`config.mk`:
```
export PLATFORM = sky130hd
export DESIGN_NAME = fft_sample_framer
export DESIGN_NICKNAME = d
export VERILOG_FILES = /design/src/rtl/fft_sample_framer.sv
export SDC_FILE = /design/constraint.sdc
export NUM_CORES = 1
export LEC_CHECK = 0
export ABC_AREA = 1
export CAP_MARGIN = 0
export CORE_ASPECT_RATIO = 1.2
export CORE_MARGIN = 3
export CORE_UTILIZATION = 30
export DETAILED_ROUTE_END_ITERATION = 7
export PLACE_DENSITY_LB_ADDON = 0.08
export RECOVER_POWER = 25
export SKIP_CTS_REPAIR_TIMING = 1
export SLEW_MARGIN = 20
export SYNTH_ARGS = -nofsm -noshare
export SYNTH_HDL_FRONTEND = slang
export SYNTH_SLANG_ARGS = --single-unit
```
`constraint.sdc`:
```
create_clock -name clk -period 11.7 [get_ports clk]
set_clock_uncertainty 0.1 [all_clocks]
set_input_delay 3.51 -clock clk [delete_from_list [all_inputs] [get_ports clk]]
set_output_delay 3.51 -clock clk [all_outputs]
set_load 0.02 [all_outputs]
```
`src/rtl/fft_sample_framer.sv`:
```
// Ping-pong framer: groups SAMPLES scalar samples into a (bit-reversed) parallel frame for FFT stage 0.
// Frame valid one cycle after the last accept; sample_in_ready drops only while both banks are full.
module fft_sample_framer #(
    parameter int SAMPLES = 4,
    parameter int WIDTH   = 32,
    parameter int BITREV  = 1,
    parameter int CNTW    = 16
) (
    input  logic             clk,
    input  logic             reset,
    input  logic             flush,
    input  logic [WIDTH-1:0] sample_in,
    input  logic             sample_in_valid,
    output logic             sample_in_ready,
    output logic [WIDTH-1:0] frame_out [SAMPLES-1:0],
    output logic             frame_valid,
    input  logic             frame_ready,
    output logic [CNTW-1:0]  frame_count
);
    localparam int IW = $clog2(SAMPLES);
    localparam logic [IW-1:0] LAST_IDX = IW'(SAMPLES - 1);

    logic [WIDTH-1:0] r_bank [0:1][0:SAMPLES-1];
    logic [1:0]       r_full;
    logic             r_wr_bank;
    logic             r_rd_bank;
    logic [IW-1:0]    r_wr_idx;
    logic [CNTW-1:0]  r_frame_count;

    logic             w_accept;
    logic             w_handoff;
    logic [IW-1:0]    w_slot;

    function automatic logic [IW-1:0] slot_of(input logic [IW-1:0] idx);
        logic [IW-1:0] r;
        r = idx;
        if (BITREV != 0) begin
            for (int i = 0; i < IW; i++) begin
                r[i] = idx[IW-1-i];
            end
        end
        return r;
    endfunction

    assign sample_in_ready = !r_full[r_wr_bank] && !reset;
    assign w_accept        = sample_in_valid && sample_in_ready;
    assign w_handoff       = frame_valid && frame_ready;
    assign w_slot          = slot_of(r_wr_idx);
    assign frame_valid     = r_full[r_rd_bank];
    assign frame_count     = r_frame_count;

    always_comb begin
        for (int j = 0; j < SAMPLES; j++) begin
            frame_out[j] = r_bank[r_rd_bank][j];
        end
    end

    // Handoff and completion always touch different banks, so both may fire in one cycle.
    always_ff @(posedge clk or posedge reset) begin
        if (reset) begin
            for (int b = 0; b < 2; b++) begin
                for (int i = 0; i < SAMPLES; i++) begin
                    r_bank[b][i] <= '0;
                end
            end
            r_full        <= 2'b00;
            r_wr_bank     <= 1'b0;
            r_rd_bank     <= 1'b0;
            r_wr_idx      <= '0;
            r_frame_count <= '0;
        end else begin
            if (w_handoff) begin
                r_full[r_rd_bank] <= 1'b0;
                r_rd_bank         <= ~r_rd_bank;
                r_frame_count     <= r_frame_count + 1'b1;
            end
            if (flush) begin
                r_wr_idx <= '0;
            end else if (w_accept) begin
                r_bank[r_wr_bank][w_slot] <= sample_in;
                if (r_wr_idx == LAST_IDX) begin
                    r_full[r_wr_bank] <= 1'b1;
                    r_wr_bank         <= ~r_wr_bank;
                    r_wr_idx          <= '0;
                end else begin
                    r_wr_idx <= r_wr_idx + 1'b1;
                end
            end
        end
    end
endmodule
```
==> qor.yml, run 1 <==
critical_path:
  r2r_cells: 6
  critPathCapture: "sample_in_ready"
  crit_chain: "dlygate4sd3_1 > nor2_1 > clkdlybuf4s50_1"
  crit_path_top_delay_cell: "dlygate4sd3_1"
  critPathArrivalTime_ns: 4.88
  crit_fanout: 2
  r2r_slack_ns: 8.40
  critPathKind: "in -> out"
  worstSetupEndpointType: "output pin"
  startpoint: "reset"
  r2r-start: "r_wr_bank"
  r2r-end: "r_bank[167]"
  worst_ep_required_time_ns: 8.09
  slowest_delay_ns: 0.63
  startpoint_type: "primary input"
die:
  fp.dieW_um: 187.7
  num_io_pins: 183
  core_um2: 38940
  die_area_um2: 42040
  start_util_pct: 30.51
  fp.dieH_um: 224.0
  rows: 79
finish:
  syn_to_final_growth_pct: 26.86
  drive_above_1_share_pct: 4.188
  utilization_pct: 38.70
  diodes: 0
  fillers: 4099
  layout.nets: 1618
clocking:
  clock_path_buffers: 3
  cts_max_level: 1
  cts_tree: "yes"
  root_buffer: "clkbuf_16"
  clk_latency_ns: 0.55
  clock_sinks: 278
  cts_buffers: 31
  worst_setup_hold_path_clk_slew_ns: 0.06
grt:
  grt_pass1_wl_um: 54680
  antenna_found_initial: 0
  grt_max_degree: 172
  grt_pass1_vias: 9486
  grtUsageTotal_pct: 16.05
  grt_overflow: 0
power_and_ir_drop:
  total_power_uw: 2547
  leakage_uw: 0.007387
  powerDensity_nw_per_um2: 169.0
  ir_drop_uv: 107.2
synthesis:
  yosys_warnings: 0
  netlist_area_um2: 11880
  syn_nets: 1478
  synth_cells: 1436
  ys_ff_latch: 278
  synth_cell_type_count: 22
  avgSynthCellArea_um2: 8.274
  seq_area_frac_synth_pct: 58.55
drt:
  initialDrtViolationCount: 685
  wl_um: 33760
  drt-vias-per-instance: 4.484
  wl_per_cell_um: 15.88
  drt-pass1-iter-count: 4
  ant_nets: 0
  drcViolationCount: 0
  via_count: 9533
timing:
  fmax_mhz: 117.9
  relSlewSlack_pct: 11.87
  final.setup.tns_ns: 0
  hold_ws_ns: 0.3824
  finalSetupViolations: 0
  slew_viol_final: 0
  rsz0062_at_grt: "no"
  fin_crit_sh_pct: 72.52
  hold_viol: 0
  tightest_slew_ns: 1.317
  min_period_ns: 8.485
status:
  status: "finished, final reports clean"
job:
  maxCapViolations: 0
placement:
  gp_congestion: 0.7271
  io_buffer_count: 182
  hpwl_um: 19190
worst_hold_path:
  hold_class: "reg -> reg"
-- area by class of cell --
type                            instances  area [um^2]  area share [%]
Clock buffer                           47        915.9           6.076
Clock inverter                         10        102.6          0.6807
Inverter                               59        231.5           1.536
Multi-Input combinational cell       1018         4325           28.70
Sequential cell                       278         6960           46.18
Tap cell                              526        658.1           4.366
Timing Repair Buffer                  188         1879           12.47
-- layer usage --
layer	vias up	GRT usage (%)	share of wire, %
li1	4793	-	-
met2	172	27.11	47
met3	44	2.692	4.3
met1	4524	21.79	47
met4	0	3.487	1.6
met5	-	0	0
-- report_power, final --
part           total [uW]  switching, uW  internal, uW
Combinational         452            276           176
Sequential           1120           54.9          1070
Clock                 973            393           580
Total                2550            724          1820
-- Yosys cell counts --
master	n	area, um^2
nand2_1	697	2616
dfrtp_1	278	6957
o21ai_0	228	1141
clkbuf_1	60	225.2
inv_1	58	217.7
o21ai_1	35	175.2
nor2_1	18	67.56
buf_2	13	65.06
nand3_1	10	50.05
nand2_4	7	78.83
buf_6	5	56.30
ha_1	5	62.56
xor2_1	5	43.79
nand4_1	4	25.02
buf_1	3	11.26
xnor2_1	3	26.28
nand3b_1	2	15.01
inv_2	1	3.750
nand2_2	1	6.260
nand4_4	1	21.27
nor2_4	1	11.26
nor3_1	1	5.000
-- critical path, delay by kind of cell --
family | cells | cell delay, ns
and+or+nand+nor | 1 | 0.13
buffers and inverters | 2 | 1.24
-- how the worst min path moves through the flow --
stage | start | cells after the start | slack (ns) | to
3_5_place_dp | r_bank[60] | 2 | 0.37 | r_bank[60]
2_1_floorplan | r_bank[107] | 2 | 0.35 | r_bank[107]
4_1_cts | r_bank[60] | 2 | 0.39 | r_bank[60]
6_report | r_bank[22] | 2 | 0.38 | r_bank[22]
3_3_place_gp | r_bank[195] | 2 | 0.37 | r_bank[195]
5_1_grt | r_bank[59] | 2 | 0.40 | r_bank[59]
-- cell families (layout without fill, tap and decap cells) --
logic type	Yosys count	count (layout)	synth area share [%]
xor gates and xnor gates	8	8	0.5897
buffers and inverters	140	304	4.876
AOI/OAI and AO/OA	263	263	11.08
adders and majority gates	5	5	0.5265
and+or+nand+nor	742	742	24.38
DFF	278	278	58.55
-- layout by cell type, fill, tap and decap left out --
cell type and count:
nor3_1 1, buf_12 1, xnor2_1 3, nand3_1 10, o21ai_1 35, inv_8 1, nor2_1 19, o21ai_0 228
clkbuf_1 8, nand3b_1 2, nand2_2 2, clkbuf_16 31, clkinvlp_4 1, xor2_1 5, ha_1 5, nand4_1 5
clkinv_2 7, dfrtp_1 277, clkbuf_8 8, bufinv_16 2, nand2_4 7, inv_4 1, clkdlybuf4s50_1 174, buf_4 5
dfrtp_4 1, inv_1 57, nand2_1 696, dlygate4sd3_1 8
-- flip-flops by register name (all words and copies together), names as in the netlist --
register / count
r_bank: 256
frame_count: 16
r_full: 2
r_wr_idx: 2
r_rd_bank: 1
r_wr_bank: 1
-- per-stage QoR --
step                area [um^2]  setup slack [ns]  std cells
finish                    15070             3.215       2126
floorplan                 11880            0.3527       1436
global route              15070             3.186       2126
detailed placement        14080             3.317       2069
global placement          14080             3.297       2069
CTS                       15100             3.315       2126
Note: power is estimated with default switching activity, not from simulation.
==> inputs of run 2 (changes only) <==
==> constraint.sdc (replaced) <==
create_clock -name clk -period 6.8 [get_ports clk]
set_clock_uncertainty 0.1 [all_clocks]
set_input_delay 2.04 -clock clk [delete_from_list [all_inputs] [get_ports clk]]
set_output_delay 2.04 -clock clk [all_outputs]
set_load 0.02 [all_outputs]
==> qor.yml, run 2 (synthesis gave the netlist of run 1 again) <==
grt:
  grt_pass1_wl_um: 54730
  antenna_found_initial: 0
  grt_max_degree: 170
  grtUsageTotal_pct: 16.09
  grt_pass1_vias: 9472
  grt_overflow: 0
finish:
  multi_input_area_um2: 4345
  drive_above_1_share_pct: 4.128
  final_area_um2: 15060
  final-seq-area_um2: 6960
  layout_common_cells: "nand2_1 (696), dfrtp_1 (277), o21ai_0 (228), clkdlybuf4s50_1 (172), inv_1 (57)"
  final_common_cell: "nand2_1"
  layout.nets: 1619
  syn_to_final_growth_pct: 26.72
  largest_register: "r_bank"
  layoutNonFillerInstCount: 2125
  utilization_pct: 38.66
  fillers: 4119
  diodes: 0
  largest_reg_flops: 256
critical_path:
  crit_path_top_delay_cell: "clkdlybuf4s50_1"
  critPathArrivalTime_ns: 3.33
  crit_fanout: 2
  crit_buf_inv: 2
  startpoint_type: "primary input"
  crit_chain: "dlygate4sd3_1 > nor2_1 > clkdlybuf4s50_1"
  crit_family: "buffers and inverters"
  slowest_delay_ns: 0.61
  startpoint: "reset"
  worst_ep_required_time_ns: 4.66
  worstSetupEndpointType: "output pin"
  critPathKind: "in -> out"
  r2r-start: "r_wr_bank"
clocking:
  cts_tree: "yes"
  clock_sinks: 278
  root_buffer: "clkbuf_16"
  worst_setup_hold_path_clk_slew_ns: 0.06
  cts_buffers: 31
  clock_path_buffers: 3
  clk_latency_ns: 0.56
  cts_max_level: 1
timing:
  relSlewSlack_pct: 2.942
  fmax_mhz: 182.9
  hold_viol: 0
  finalSetupViolations: 0
  min_period_ns: 5.468
  tightest_slew_ns: 1.456
  fin_crit_sh_pct: 80.41
  slew_viol_final: 0
  rsz0062_at_grt: "no"
  final.setup.tns_ns: 0
die:
  start_util_pct: 30.51
  rows: 79
  fp.dieH_um: 224.0
  num_io_pins: 183
  fp.dieW_um: 187.7
  die_area_um2: 42040
  core_um2: 38940
drt:
  wl_um: 33660
  drcViolationCount: 0
  wl_per_cell_um: 15.84
  ant_nets: 0
  drt-pass1-iter-count: 5
  via_count: 9571
  drt-vias-per-instance: 4.504
  initialDrtViolationCount: 595
power_and_ir_drop:
  powerDensity_nw_per_um2: 286.8
  ir_drop_uv: 163.8
  leakage_uw: 0.007389
  total_power_uw: 4318
placement:
  io_buffer_count: 182
  hpwl_um: 19620
  gp_congestion: 0.7196
  placed_cell_area_um2: 14100
  dpl.cell_count: 2070
job:
  maxCapViolations: 0
worst_hold_path:
  hold_class: "reg -> reg"
  hold_start: "r_bank[94]"
status:
  status: "finished, final reports clean"
-- run 2: changes by cell type in the layout (fill, tap and decap cells not counted), sizes merged, moves of 2 or more --
| cell | change |
|---|---|
| clkdlybuf4s50 | -2 |
| bufinv | -2 |
| dlygate4sd3 | +2 |
| clkinv | -2 |
| clkbuf | +5 |
-- run 2: cell type report --
| type | instances | share of cell area [%] |
|---|---|---|
| Inverter | 59 | 1.496 |
| Multi-Input combinational cell | 1018 | 28.86 |
| Clock buffer | 50 | 6.291 |
| Sequential cell | 278 | 46.23 |
| Clock inverter | 5 | 0.1662 |
| Timing Repair Buffer | 189 | 12.58 |
| Tap cell | 526 | 4.371 |
-- run 2: through the flow --
step,hold slack [ns],worst slack (ns)
2_1_floorplan,0.3529,-0.7928
3_3_place_gp,0.3652,1.408
3_5_place_dp,0.3728,1.434
4_1_cts,0.3879,1.265
5_1_grt,0.4040,1.178
6_report,0.3792,1.332
-- run 2: worst paths after layout --
path | endpoint | slack [ns] | depth (start not counted)
worst max register to register | r_bank[22] | 3.25 | 7
min in group asynchronous | frame_count[3] | 2.18 | 3
worst min-delay path | r_bank[94] | 0.38 | 2
max in group asynchronous | r_bank[34] | 2.53 | 4
worst max-delay path | sample_in_ready | 1.33 | 3
worst min register to register | r_bank[94] | 0.38 | 2
-- run 2: worst min-delay path, delay by kind of cell (launching register included) --
family          cells  cell delay (ns)
compound gates      1             0.06
flops               1             0.34
simple gates        1             0.05
-- run 2: per-layer routing --
layer / vias up / global-route usage (%) / share of wire (%)
li1: 4796 / - / -
met2: 162 / 27.55 / 48
met4: 0 / 3.511 / 1.5
met1: 4579 / 21.67 / 46
met5: - / 0 / 0
met3: 34 / 2.473 / 4.0
-- run 2: power by group --
part | internal (uW) | total, uW | switching [uW]
Combinational | 306 | 766 | 459
Clock | 940 | 1600 | 664
Sequential | 1840 | 1950 | 113
==> inputs of run 3 (changes only) <==
==> constraint.sdc (replaced) <==
create_clock -name clk -period 5.64 [get_ports clk]
set_clock_uncertainty 0.1 [all_clocks]
set_input_delay 1.692 -clock clk [delete_from_list [all_inputs] [get_ports clk]]
set_output_delay 1.692 -clock clk [all_outputs]
set_load 0.02 [all_outputs]
==> qor.yml, run 3 (synthesis gave the netlist of run 1 again) <==
status:
  status: "finished with violations"
  violations: "capacitance limit, slew limit"
placement:
  dp_worst_setup_slack_ns: 0.9736
  placed_cell_area_um2: 14110
  hpwl_um: 19770
  io_buffer_count: 182
  gp_congestion: 0.7227
  dpl.cell_count: 2070
timing:
  min_period_ns: 4.867
  relSlewSlack_pct: -37.88
  rsz0062_at_grt: "no"
  finalSetupViolations: 0
  fmax_mhz: 205.4
  hold_ws_ns: 0.3806
  hold_viol: 0
  tightest_slew_ns: 2.068
  fin_crit_sh_pct: 86.30
  slew_viol_final: 143
  setup_slack_ns: 0.7725
power_and_ir_drop:
  powerDensity_nw_per_um2: 356.3
  leakage_uw: 0.007441
  total_power_uw: 5406
  ir_drop_uv: 149.4
  swShare_pct: 28.18
  combinationalPowerShare_pct: 17.2
  seqPwrFrac_pct: 43.3
  p_int_uw: 3883
  power_frac_clock_pct: 39.5
  p_sw_uw: 1523
finish:
  drive_above_1_share_pct: 4.242
  layout.nets: 1622
  layoutNonFillerInstCount: 2129
  final_common_cell: "nand2_1"
  final_area_um2: 15170
  fillers: 4078
  final-seq-area_um2: 6960
  syn_to_final_growth_pct: 27.69
  diodes: 0
  multi_input_area_um2: 4330
  largest_register: "r_bank"
  largest_reg_flops: 256
  layout_common_cells: "nand2_1 (696), dfrtp_1 (277), o21ai_0 (228), clkdlybuf4s50_1 (175), inv_1 (57)"
die:
  core_um2: 38940
  start_util_pct: 30.51
  num_io_pins: 183
  rows: 79
  die_area_um2: 42040
  fp.dieW_um: 187.7
  fp.dieH_um: 224.0
drt:
  drt-vias-per-instance: 4.472
  via_count: 9520
  wl_met1_um: 15500
  wl_um: 33710
  route.met3.wl_um: 1445
  drt-pass1-iter-count: 5
  initialDrtViolationCount: 688
  route.met2.wl_um: 16280
  dr.max_layer_used: "met4"
  ant_nets: 0
  drcViolationCount: 0
  wl_per_cell_um: 15.84
critical_path:
  crit_family: "simple AND/OR/NAND/NOR gates"
  crit_fanout: 43
  critPathKind: "in -> reg"
  critPathArrivalTime_ns: 5.15
  r2r-end: "r_bank[28]"
  crit_buf_inv: 3
  r2r-start: "r_wr_bank"
  startpoint_type: "primary input"
  worstSetupEndpointType: "flip-flop"
  worst_ep_required_time_ns: 5.92
  r2r_slack_ns: 1.84
  crit_path_top_delay_cell: "nor2_1"
  slowest_delay_ns: 1.09
  crit_chain: "dlygate4sd3_1 > clkinvlp_2 > nand4_1 > nor2_1 > nand2_2 > buf_4 > nand2_1 > o21ai_0"
  r2r_cells: 8
clocking:
  worst_setup_hold_path_clk_slew_ns: 0.06
  root_buffer: "clkbuf_16"
  cts_max_level: 2
  cts_tree: "yes"
  clock_sinks: 278
  cts_buffers: 34
  clk_latency_ns: 0.51
  clock_path_buffers: 3
worst_hold_path:
  hold_class: "reg -> reg"
  hold_start: "r_bank[212]"
  whs_endpoint: "r_bank[212]"
  hold_depth: 2
grt:
  grt_overflow: 0
  grt_pass1_wl_um: 53990
  grtUsageTotal_pct: 16.01
  grt_pass1_vias: 9277
  grt_max_degree: 144
  antenna_found_initial: 0
job:
  maxCapViolations: 1
==> run 3: power groups by stage <==
stage / Sequential [uW] / Combinational [uW] / Clock (uW)
after floorplan: 2340 / 569 / 0
after global placement: 2370 / 950 / 0
after CTS: 2340 / 959 / 2220
after detailed placement: 2370 / 956 / 0
final: 2340 / 930 / 2130
after global routing: 2370 / 1040 / 2290
==> run 3: worst register-to-register path: cells and delay by family (launching register included) <==
family                 cells  cell delay, ns
AND/OR/NAND/NOR            5            2.37
flip-flops                 1            0.58
AO/OA/AOI/OAI              1            0.07
buffers and inverters      2            0.57
==> run 3: area by class of cell <==
cell class | instances | area share [%]
inverter | 59 | 1.485
sequential | 278 | 45.88
tap | 526 | 4.338
multi-input combinational | 1018 | 28.54
timing repair buffer | 189 | 12.52
clock inverter | 4 | 0.1567
clock buffer | 55 | 7.076
==> run 3: worst max path at each step <==
stage	from	endpoint	slack, ns	cells after the start
after global routing	reset	r_bank[2]	0.47	8
after global placement	reset	sample_in_ready	0.95	3
after CTS	r_rd_bank	frame_valid	0.75	5
final	reset	r_bank[28]	0.77	8
after floorplan	reset	r_bank[50]	-1.60	8
after detailed placement	reset	sample_in_ready	0.97	3
==> run 3: metrics by stage <==
step                utilization (%)  TNS (ns)
global placement              36.23         0
detailed placement            36.23         0
finish                        38.95         0
CTS                           39.05         0
floorplan                         -   -409.95
global route                  38.95         0
==> run 3: layer usage <==
| metal | up-vias | GRT usage, % |
|---|---|---|
| met3 | 37 | 2.880 |
| met2 | 193 | 27.14 |
| met1 | 4487 | 21.40 |
| met4 | 0 | 3.801 |
| li1 | 4803 | - |
| met5 | - | 0 |
